$ cat src/rtl/spi_frame_pkg.sv
// Shared types and helpers for the serial frame loader.
package spi_frame_pkg;

    typedef enum logic [2:0] {
        StIdle,
        StHdr,
        StWdata,
        StWcommit,
        StRfetch,
        StRshift,
        StDrain
    } state_t;

    localparam logic CMD_WRITE = 1'b1;
    localparam logic CMD_READ  = 1'b0;

    // Total bits in one frame: command + address + data.
    function automatic int unsigned frame_w(input int unsigned addr_w,
                                            input int unsigned data_w);
        return 1 + addr_w + data_w;
    endfunction

    // Ceiling log2, never below 1 so single-target builds still get a legal index width.
    function automatic int unsigned clog2(input int unsigned n);
        int unsigned r;
        r = 1;
        while ((32'd1 << r) < n) begin
            r++;
        end
        return r;
    endfunction

endpackage

$ cat src/rtl/serial_shifter.sv
// MSB-first shift register with parallel load; load has priority over shift.
module serial_shifter #(
    parameter int unsigned W = 8
) (
    input  logic         clk,
    input  logic         rst_n,
    input  logic         load,
    input  logic [W-1:0] din,
    input  logic         shift,
    input  logic         sin,
    output logic         sout,
    output logic [W-1:0] q
);

    // Parallel load or shift one place toward the MSB.
    always_ff @(posedge clk or negedge rst_n) begin
        if (!rst_n) begin
            q <= '0;
        end else if (load) begin
            q <= din;
        end else if (shift) begin
            q <= {q[W-2:0], sin};
        end
    end

    assign sout = q[W-1];

endmodule

$ cat src/rtl/spi_frame_loader.sv
// Serial slave that writes and reads back target memories from an external master.
module spi_frame_loader
    import spi_frame_pkg::*;
#(
    parameter int unsigned DATA_W = 8,
    parameter int unsigned ADDR_W = 4,
    parameter int unsigned N_TGT  = 3,
    parameter int unsigned TGT_W  = clog2(N_TGT)
) (
    input  logic              clk,
    input  logic              rst_n,
    input  logic              bit_en,
    input  logic [N_TGT-1:0]  cs_n,
    input  logic              mosi,
    output logic              miso,
    output logic              miso_oe,
    output logic              wr_valid,
    input  logic              wr_ready,
    output logic [TGT_W-1:0]  wr_tgt,
    output logic [ADDR_W-1:0] wr_addr,
    output logic [DATA_W-1:0] wr_data,
    output logic              rd_req,
    output logic [TGT_W-1:0]  rd_tgt,
    output logic [ADDR_W-1:0] rd_addr,
    input  logic [DATA_W-1:0] rd_data,
    output logic              busy,
    output logic              err_abort,
    output logic              err_overrun,
    input  logic              clr_err
);

    localparam int unsigned RX_W    = ADDR_W + DATA_W;
    localparam int unsigned CNT_MAX = (ADDR_W + 1 > DATA_W) ? ADDR_W + 1 : DATA_W;
    localparam int unsigned CNT_W   = clog2(CNT_MAX + 1);
    localparam logic [CNT_W-1:0] ADDR_LAST = CNT_W'(ADDR_W - 1);
    localparam logic [CNT_W-1:0] DATA_LAST = CNT_W'(DATA_W - 1);

    state_t           state;
    logic [CNT_W-1:0] cnt;
    logic [TGT_W-1:0] tgt;
    logic             cmd;

    logic [TGT_W-1:0] sel_idx;
    int unsigned      low_cnt;
    logic             all_high;
    logic             released;
    logic             rx_shift;
    logic             tx_load;
    logic             tx_shift;
    logic             tx_msb;
    logic [RX_W-1:0]  rx_q;
    logic             unused_rx_sout;
    logic [DATA_W-1:0] unused_tx_q;

    // Count low chip selects and remember which one is low.
    always_comb begin
        sel_idx = '0;
        low_cnt = 0;
        for (int unsigned i = 0; i < N_TGT; i++) begin
            if (!cs_n[i]) begin
                sel_idx = TGT_W'(i);
                low_cnt++;
            end
        end
    end

    assign all_high = &cs_n;
    // The frame's own chip select going high ends the frame.
    assign released = cs_n[tgt];

    // Shift enables for the receive and transmit registers.
    always_comb begin
        rx_shift = bit_en && !released && ((state == StHdr) || (state == StWdata));
        tx_load  = (state == StRfetch) && !released && (cnt == CNT_W'(1));
        tx_shift = (state == StRshift) && !released && bit_en;
    end

    // Frame sequencer with registered handshake, strobe and error outputs.
    always_ff @(posedge clk or negedge rst_n) begin
        if (!rst_n) begin
            state       <= StIdle;
            cnt         <= '0;
            tgt         <= '0;
            cmd         <= 1'b0;
            wr_valid    <= 1'b0;
            rd_req      <= 1'b0;
            miso_oe     <= 1'b0;
            err_abort   <= 1'b0;
            err_overrun <= 1'b0;
        end else begin
            rd_req <= 1'b0;
            // Later set assignments override the clear, so a new error wins.
            if (clr_err) begin
                err_abort   <= 1'b0;
                err_overrun <= 1'b0;
            end
            unique case (state)
                StIdle: begin
                    if (bit_en) begin
                        if (low_cnt == 1) begin
                            state <= StHdr;
                            cnt   <= '0;
                            tgt   <= sel_idx;
                            cmd   <= mosi;
                        end else if (low_cnt > 1) begin
                            err_overrun <= 1'b1;
                        end
                    end
                end
                StHdr: begin
                    if (released) begin
                        state     <= StIdle;
                        cnt       <= '0;
                        err_abort <= 1'b1;
                    end else if (bit_en) begin
                        if (cnt == ADDR_LAST) begin
                            cnt <= '0;
                            if (cmd == CMD_WRITE) begin
                                state <= StWdata;
                            end else begin
                                state  <= StRfetch;
                                rd_req <= 1'b1;
                            end
                        end else begin
                            cnt <= cnt + CNT_W'(1);
                        end
                    end
                end
                StWdata: begin
                    if (released) begin
                        state     <= StIdle;
                        cnt       <= '0;
                        err_abort <= 1'b1;
                    end else if (bit_en) begin
                        if (cnt == DATA_LAST) begin
                            state    <= StWcommit;
                            cnt      <= '0;
                            wr_valid <= 1'b1;
                        end else begin
                            cnt <= cnt + CNT_W'(1);
                        end
                    end
                end
                StWcommit: begin
                    // The frame is complete, so a released cs does not cancel the write.
                    if (bit_en && !all_high) begin
                        err_overrun <= 1'b1;
                    end
                    if (wr_valid && wr_ready) begin
                        wr_valid <= 1'b0;
                        state    <= all_high ? StIdle : StDrain;
                    end
                end
                StRfetch: begin
                    if (released) begin
                        state     <= StIdle;
                        cnt       <= '0;
                        err_abort <= 1'b1;
                    end else begin
                        if (bit_en) begin
                            err_overrun <= 1'b1;
                        end
                        // cnt 0: rd_req cycle; cnt 1: rd_data valid, loaded into tx.
                        if (cnt == CNT_W'(1)) begin
                            state   <= StRshift;
                            cnt     <= '0;
                            miso_oe <= 1'b1;
                        end else begin
                            cnt <= cnt + CNT_W'(1);
                        end
                    end
                end
                StRshift: begin
                    if (released) begin
                        state     <= StIdle;
                        cnt       <= '0;
                        miso_oe   <= 1'b0;
                        err_abort <= 1'b1;
                    end else if (bit_en) begin
                        if (cnt == DATA_LAST) begin
                            state   <= StDrain;
                            cnt     <= '0;
                            miso_oe <= 1'b0;
                        end else begin
                            cnt <= cnt + CNT_W'(1);
                        end
                    end
                end
                StDrain: begin
                    if (all_high) begin
                        state <= StIdle;
                    end
                end
                default: begin
                    state <= StIdle;
                    cnt   <= '0;
                end
            endcase
        end
    end

    serial_shifter #(
        .W(RX_W)
    ) u_rx (
        .clk  (clk),
        .rst_n(rst_n),
        .load (1'b0),
        .din  ('0),
        .shift(rx_shift),
        .sin  (mosi),
        .sout (unused_rx_sout),
        .q    (rx_q)
    );

    serial_shifter #(
        .W(DATA_W)
    ) u_tx (
        .clk  (clk),
        .rst_n(rst_n),
        .load (tx_load),
        .din  (rd_data),
        .shift(tx_shift),
        .sin  (1'b0),
        .sout (tx_msb),
        .q    (unused_tx_q)
    );

    assign miso    = miso_oe & tx_msb;
    assign busy    = (state != StIdle);
    assign wr_tgt  = tgt;
    assign rd_tgt  = tgt;
    assign wr_addr = rx_q[RX_W-1 -: ADDR_W];
    assign wr_data = rx_q[DATA_W-1:0];
    assign rd_addr = rx_q[ADDR_W-1:0];

endmodule

$ cat config.mk
export PLATFORM = sky130hd
export DESIGN_NAME = spi_frame_loader
export DESIGN_NICKNAME = d
export VERILOG_FILES = /design/src/rtl/spi_frame_pkg.sv /design/src/rtl/serial_shifter.sv /design/src/rtl/spi_frame_loader.sv
export SDC_FILE = /design/constraint.sdc
export NUM_CORES = 1
export LEC_CHECK = 0
export ABC_AREA = 1
export BUFFER_PORTS_ARGS = -buffer_cell sky130_fd_sc_hd__buf_2
export CAP_MARGIN = 20
export CELL_PAD_IN_SITES_DETAIL_PLACEMENT = 1
export CELL_PAD_IN_SITES_GLOBAL_PLACEMENT = 1
export CORE_ASPECT_RATIO = 0.9
export CORE_MARGIN = 10
export CORE_UTILIZATION = 40
export CTS_CLUSTER_DIAMETER = 150
export CTS_CLUSTER_SIZE = 40
export DETAILED_ROUTE_END_ITERATION = 8
export PLACE_DENSITY_LB_ADDON = 0.1
export SLEW_MARGIN = 0
export SYNTH_ARGS = -nofsm -noshare
export SYNTH_HDL_FRONTEND = slang
export SYNTH_HIERARCHICAL = 1
export SYNTH_SLANG_ARGS = --single-unit
$ cat constraint.sdc
create_clock -name clk -period 2.1 [get_ports clk]
set_clock_uncertainty 0.1 [all_clocks]
set_input_delay 0.63 -clock clk [delete_from_list [all_inputs] [get_ports clk]]
set_output_delay 0.63 -clock clk [all_outputs]
set_load 0.01 [all_outputs]
# Word level (Yosys, flattened, before mapping)
# Cells that the tools add are included.
word_totals:
  reg_bits: 35
  input_bits: 17
  output_inout_bits: 27
  word_cells: 135
classes:
  add_sub_neg: 3
  n_lt_le_gt_ge: 2
  n_eq_ne: 27
  n_mux: 65
  bitwise_logic: 2
  n_reduce_logical: 25
op_table:
  columns: ["op", "count"]
  rows:
  - ["$add A32 B1 Y32 const B", 2]
  - ["$mux W32", 2]
  - ["$mux W3", 17]
  - ["$mux W4", 10]
  - ["$eq A32 B1 Y1 const B", 1]
  - ["$gt A32 B1 Y1 const B", 1]
  - ["$mux W1", 27]
  - ["$pmux W3 S7", 1]
  - ["$pmux W4 S5", 1]
  - ["$mux W8", 2]
  - ["$reduce_and A5 Y1", 3]
  - ["$ne A2 B2 Y1 const B", 7]
  - ["$ne A3 B2 Y1 const B", 4]
  - ["$reduce_and A11 Y1", 1]
  - ["$eq A3 B3 Y1 const B", 3]
  - ["$ne A3 B3 Y1 const B", 3]
  - ["$logic_and A1 B1 Y1", 8]
  - ["$eq A3 B2 Y1 const B", 2]
  - ["$reduce_and A3 Y1", 2]
  - ["$reduce_bool A2 Y1", 3]
  - ["$add A4 B1 Y4 const B", 1]
  - ["$eq A4 B1 Y1 const B", 1]
  - ["$eq A4 B2 Y1 const B", 1]
  - ["$eq A4 B3 Y1 const B", 1]
  - ["16 further kinds", 20]

# Logic depth before layout (Yosys ltp)
depth:
  depth_word: 10
  mapped_depth: 11
  ltp_nobuf: 10

# Cells and area by module
# The synthesis kept the hierarchy.
modules_own_cells:
  columns: ["mod", "instances", "cells_per_inst", "area_each_um2", "seq_area_each_um2"]
  rows:
  - ["spi_frame_loader", 1, 192, 1286.2, 375.4]
  - ["serial_shifter (u_rx)", 1, 67, 575.6, 300.3]
  - ["serial_shifter (u_tx)", 1, 45, 381.6, 200.2]

# Worst setup path before layout
# No wires, ideal clock.
synth_path:
  kind: "in2reg"
  startpoint: "input cs_n[0]"
  endpoint: "register state[1]"
  setup_ns: 0.117
  arrival_time_ns: 1.814
  required_time_ns: 1.883
  slack_ns: 0.070
  path_stages: 9
  n_path_buf: 0
  path_cell_list: "inv_1 > fa_1 > nand3_1 > nand2_1 > nand3_1 > nor2_4 > nand2_2 > nand2_1 > nand2_1"
synth_between:
  elab_chain_cells: 8
  word_cells_on_any_way: 26
  classes_between: "add/sub: 2; eq/ne: 10; mux: 12; reduce/logical: 2"
synth_lines:
  columns: ["item", "line", "source"]
  rows:
  - ["start, declared", "spi_frame_loader.sv:13", "input logic [N_TGT-1:0] cs_n,"]
  - ["$mux W1", "spi_frame_loader.sv:60", "if (!cs_n[i]) begin"]
  - ["$add A32 B1 Y32", "spi_frame_loader.sv:62", "low_cnt++;"]
  - ["$mux W32", "spi_frame_loader.sv:60", null]
  - ["$add A32 B1 Y32", "spi_frame_loader.sv:62", null]
  - ["$mux W32", "spi_frame_loader.sv:60", null]
  - ["$eq A32 B1 Y1", "spi_frame_loader.sv:100", "if (low_cnt == 1) begin"]
  - ["$ne A2 B2 Y1 (no line)", null, null]
  - ["$reduce_and A11 Y1 (no line)", null, null]
  - ["end signal, assigned", "spi_frame_loader.sv:101", "state <= StHdr;"]
  - ["end signal, assigned", "spi_frame_loader.sv:112", "state <= StIdle;"]
  - ["end signal, assigned", "spi_frame_loader.sv:119", "state <= StWdata;"]
  - ["end, declared", "spi_frame_loader.sv:38", "state_t state;"]
# Parallel ways exist; a longest one is shown, timed or not. The select of a mux whose other input is x is not followed.
# A chain may end at the register's enable or synchronous reset.

# Worst setup path in the final report
layout_path:
  startpoint: "register state[0]"
  endpoint: "output busy"
layout_between:
  elab_chain_cells: 1
layout_lines:
  columns: ["item", "line", "source"]
  rows:
  - ["start signal, assigned", "spi_frame_loader.sv:81", "state <= StIdle;"]
  - ["start signal, assigned", "spi_frame_loader.sv:101", null]
  - ["start signal, assigned", "spi_frame_loader.sv:112", null]
  - ["$reduce_bool A3 Y1", "spi_frame_loader.sv:229", "assign busy = (state != StIdle);"]
  - ["end, declared", "spi_frame_loader.sv:26", "output logic busy,"]
# No other way between the ends.

==> flow_metrics.py <==
metrics = {
    "placed_design": {
        "dp.cells": 433,
        "numPortBuffers": 43,
        "hpwl_mm": 5.46,
        "routabilityCongestion": 0.922,
    },
    "cts": {
        "clkSinkCount": 35,
        "clk_path_buf_depth": 2,
        "cts_root_buf": "clkbuf_8",
        "cts.reportedPaths.clkPinSlew_ps": 70,
        "cts_made_buffers": 5,
        "h-tree-depth": 2,
        "worstSkewPairLatency_ps": 290,
        "postCtsHoldBufs": 0,
        "tritoncts": "yes",
    },
    "sta": {
        "period_share_pct": 96.1,
        "tightest_slew_ps": 521,
        "finalCriticalPeriod_ps": 2020,
        "fmax_mhz": 496,
        "hold_viol_final": 0,
        "drv_slew": 0,
        "finalSetupViolCount": 0,
        "setup_tns_ps": 0,
        "rsz0062_at_grt": "false",
        "slew_headroom_pct": 65.2,
    },
    "routing": {
        "postRouteAntennaNets": 0,
        "met3_length_um": 310,
        "viasPerCell": 5.05,
        "drt_iter0_markers": 77,
        "met1_length_mm": 3.17,
        "highest_layer": "met4",
        "wl_mm": 6.73,
        "firstDrtPassIters": 5,
        "vias": 2234,
        "drc": 0,
        "wl_met2_mm": 3.16,
        "wire_per_inst_um": 15.2,
    },
    "setup_path": {
        "crit_path_start": "state[0]",
        "path_max_fanout": 8,
        "rr_worst_depth": 8,
        "crit_path_end_kind": "primary output",
        "critPathLaunchType": "register",
        "path_class": "register to primary output",
        "critPathRequiredTime_ps": 1370,
        "worstPathArrival_ps": 1290,
        "r2r_start": "state[0]",
        "r2r-end": "u_rx/q[10]",
        "r2r_setup_slack_ps": 230,
    },
    "floorplanning": {
        "dieArea_sq_um": 8980,
        "die_y_um": 90.9,
        "die_x_um": 98.8,
        "fp-row-count": 25,
        "ios": 44,
        "core_area_sq_um": 5350,
        "initial_core_util_pct": 41.8,
    },
    "finish": {
        "fill_cells": 718,
        "drive_gt1_share_pct": 25.9,
        "layout.cells.non_filler": 442,
        "nets": 397,
        "multiInputGateArea_sq_um": 1190,
        "regArea_sq_um": 876,
        "antenna_cells": 0,
        "area_delta_synth_final_pct": 22.1,
    },
    "run": {
        "max-cap-violations": 0,
    },
    "grt": {
        "grt.overflow.total": 0,
        "grt_max_degree": 22,
        "grt_pass1_vias": 2379,
        "grt_util_all_layers_pct": 15.3,
        "grt_pass1_wl_mm": 11.6,
        "antenna_found_initial": 0,
    },
    "min_path": {
        "hold_class": "input pin to async pin",
    },
    "pwr": {
        "ir_worst_vdd_mv": 0.640,
        "power.leakage_nw": 1.46,
        "finalPower_mw": 3.08,
        "p_per_area_nw_per_um2": 1130,
    },
    "synthesis": {
        "synth_warnings": 6,
        "synth_area_sq_um": 2240,
        "synthCells": 303,
        "postSynthAreaPerCell_sq_um": 7.38,
    },
    "outcome": {
        "outcome": "finished, final reports clean",
    },
}
-- power breakdown --
group	leakage [nW]	total (mW)	switching, mW	internal, mW
Sequential	0.446	1.06	0.188	0.876
Combinational	0.965	1.50	0.959	0.544
Clock	0.0470	0.509	0.251	0.258
Total	1.46	3.08	1.40	1.68
-- layout make-up --
type / instances / area share (%)
multi-input combinational: 240 / 43.5
sequential: 35 / 32.1
timing repair buffer: 64 / 14.1
inverter: 29 / 3.99
tap: 67 / 3.07
clock buffer: 6 / 3.02
clock inverter: 1 / 0.183
-- critical path, cell delays in order, from the launching register on --
cell and delay (ps):
dfrtp_1 500, nor2_1 210, nand2_2 120, buf_2 160
-- flip-flops by register name, summed over array words and instances, names as in the netlist --
name         count
u_rx/q          12
err_abort        1
u_tx/q           8
rd_req           1
err_overrun      1
miso_oe          1
cmd              1
cnt              4
rd_tgt           2
wr_valid         1
state            3
-- timing repair --
action / 4_1_cts / 5_1_grt
endpoints found under the setup margin: 0 / 9
resized for setup: 0 / 2
setup buffers: 0 / 2
-- worst max path at each step --
stage	end	slack [ps]
6_report	busy	80
5_1_grt	rd_tgt[0]	10
4_1_cts	busy	70
3_5_place_dp	cnt[1]	-190
3_3_place_gp	cnt[2]	-140
2_1_floorplan	state[1]	70
-- cells in the final DEF, fill, tap and decap left out, types with 2 or more instances in the layout --
master    count
nand2_2       3
nor2_1       12
nand4_1      14
inv_1        22
clkbuf_8      6
nor2_2        6
ha_1          4
o211ai_1      2
inv_2         7
nor3_1        2
nand2_1      95
dfrtp_1      35
nor2_4        4
nand3_1      61
buf_2        43
o21ai_0       7
conb_1       18
buf_4        20
nand3_2       3
-- metal layers --
layer / track usage, % / vias up
met3: 3.60 / 9
li1: - / 1113
met4: 4.42 / 0
met5: 0 / -
met1: 20.0 / 1058
met2: 24.5 / 54
-- through the flow --
step           utilization (%)  setup WS (ps)  instance area [sq um]  hold slack, ps
3_5_place_dp              49.0           -189                   2620             376
4_1_cts                   50.6           68.0                   2710             174
2_1_floorplan                -           69.6                   2300             234
5_1_grt                   51.0           11.9                   2730             173
3_3_place_gp              49.0           -136                   2620             368
6_report                  51.0           82.7                   2730             162
Note: power is estimated with default switching activity, not from simulation.
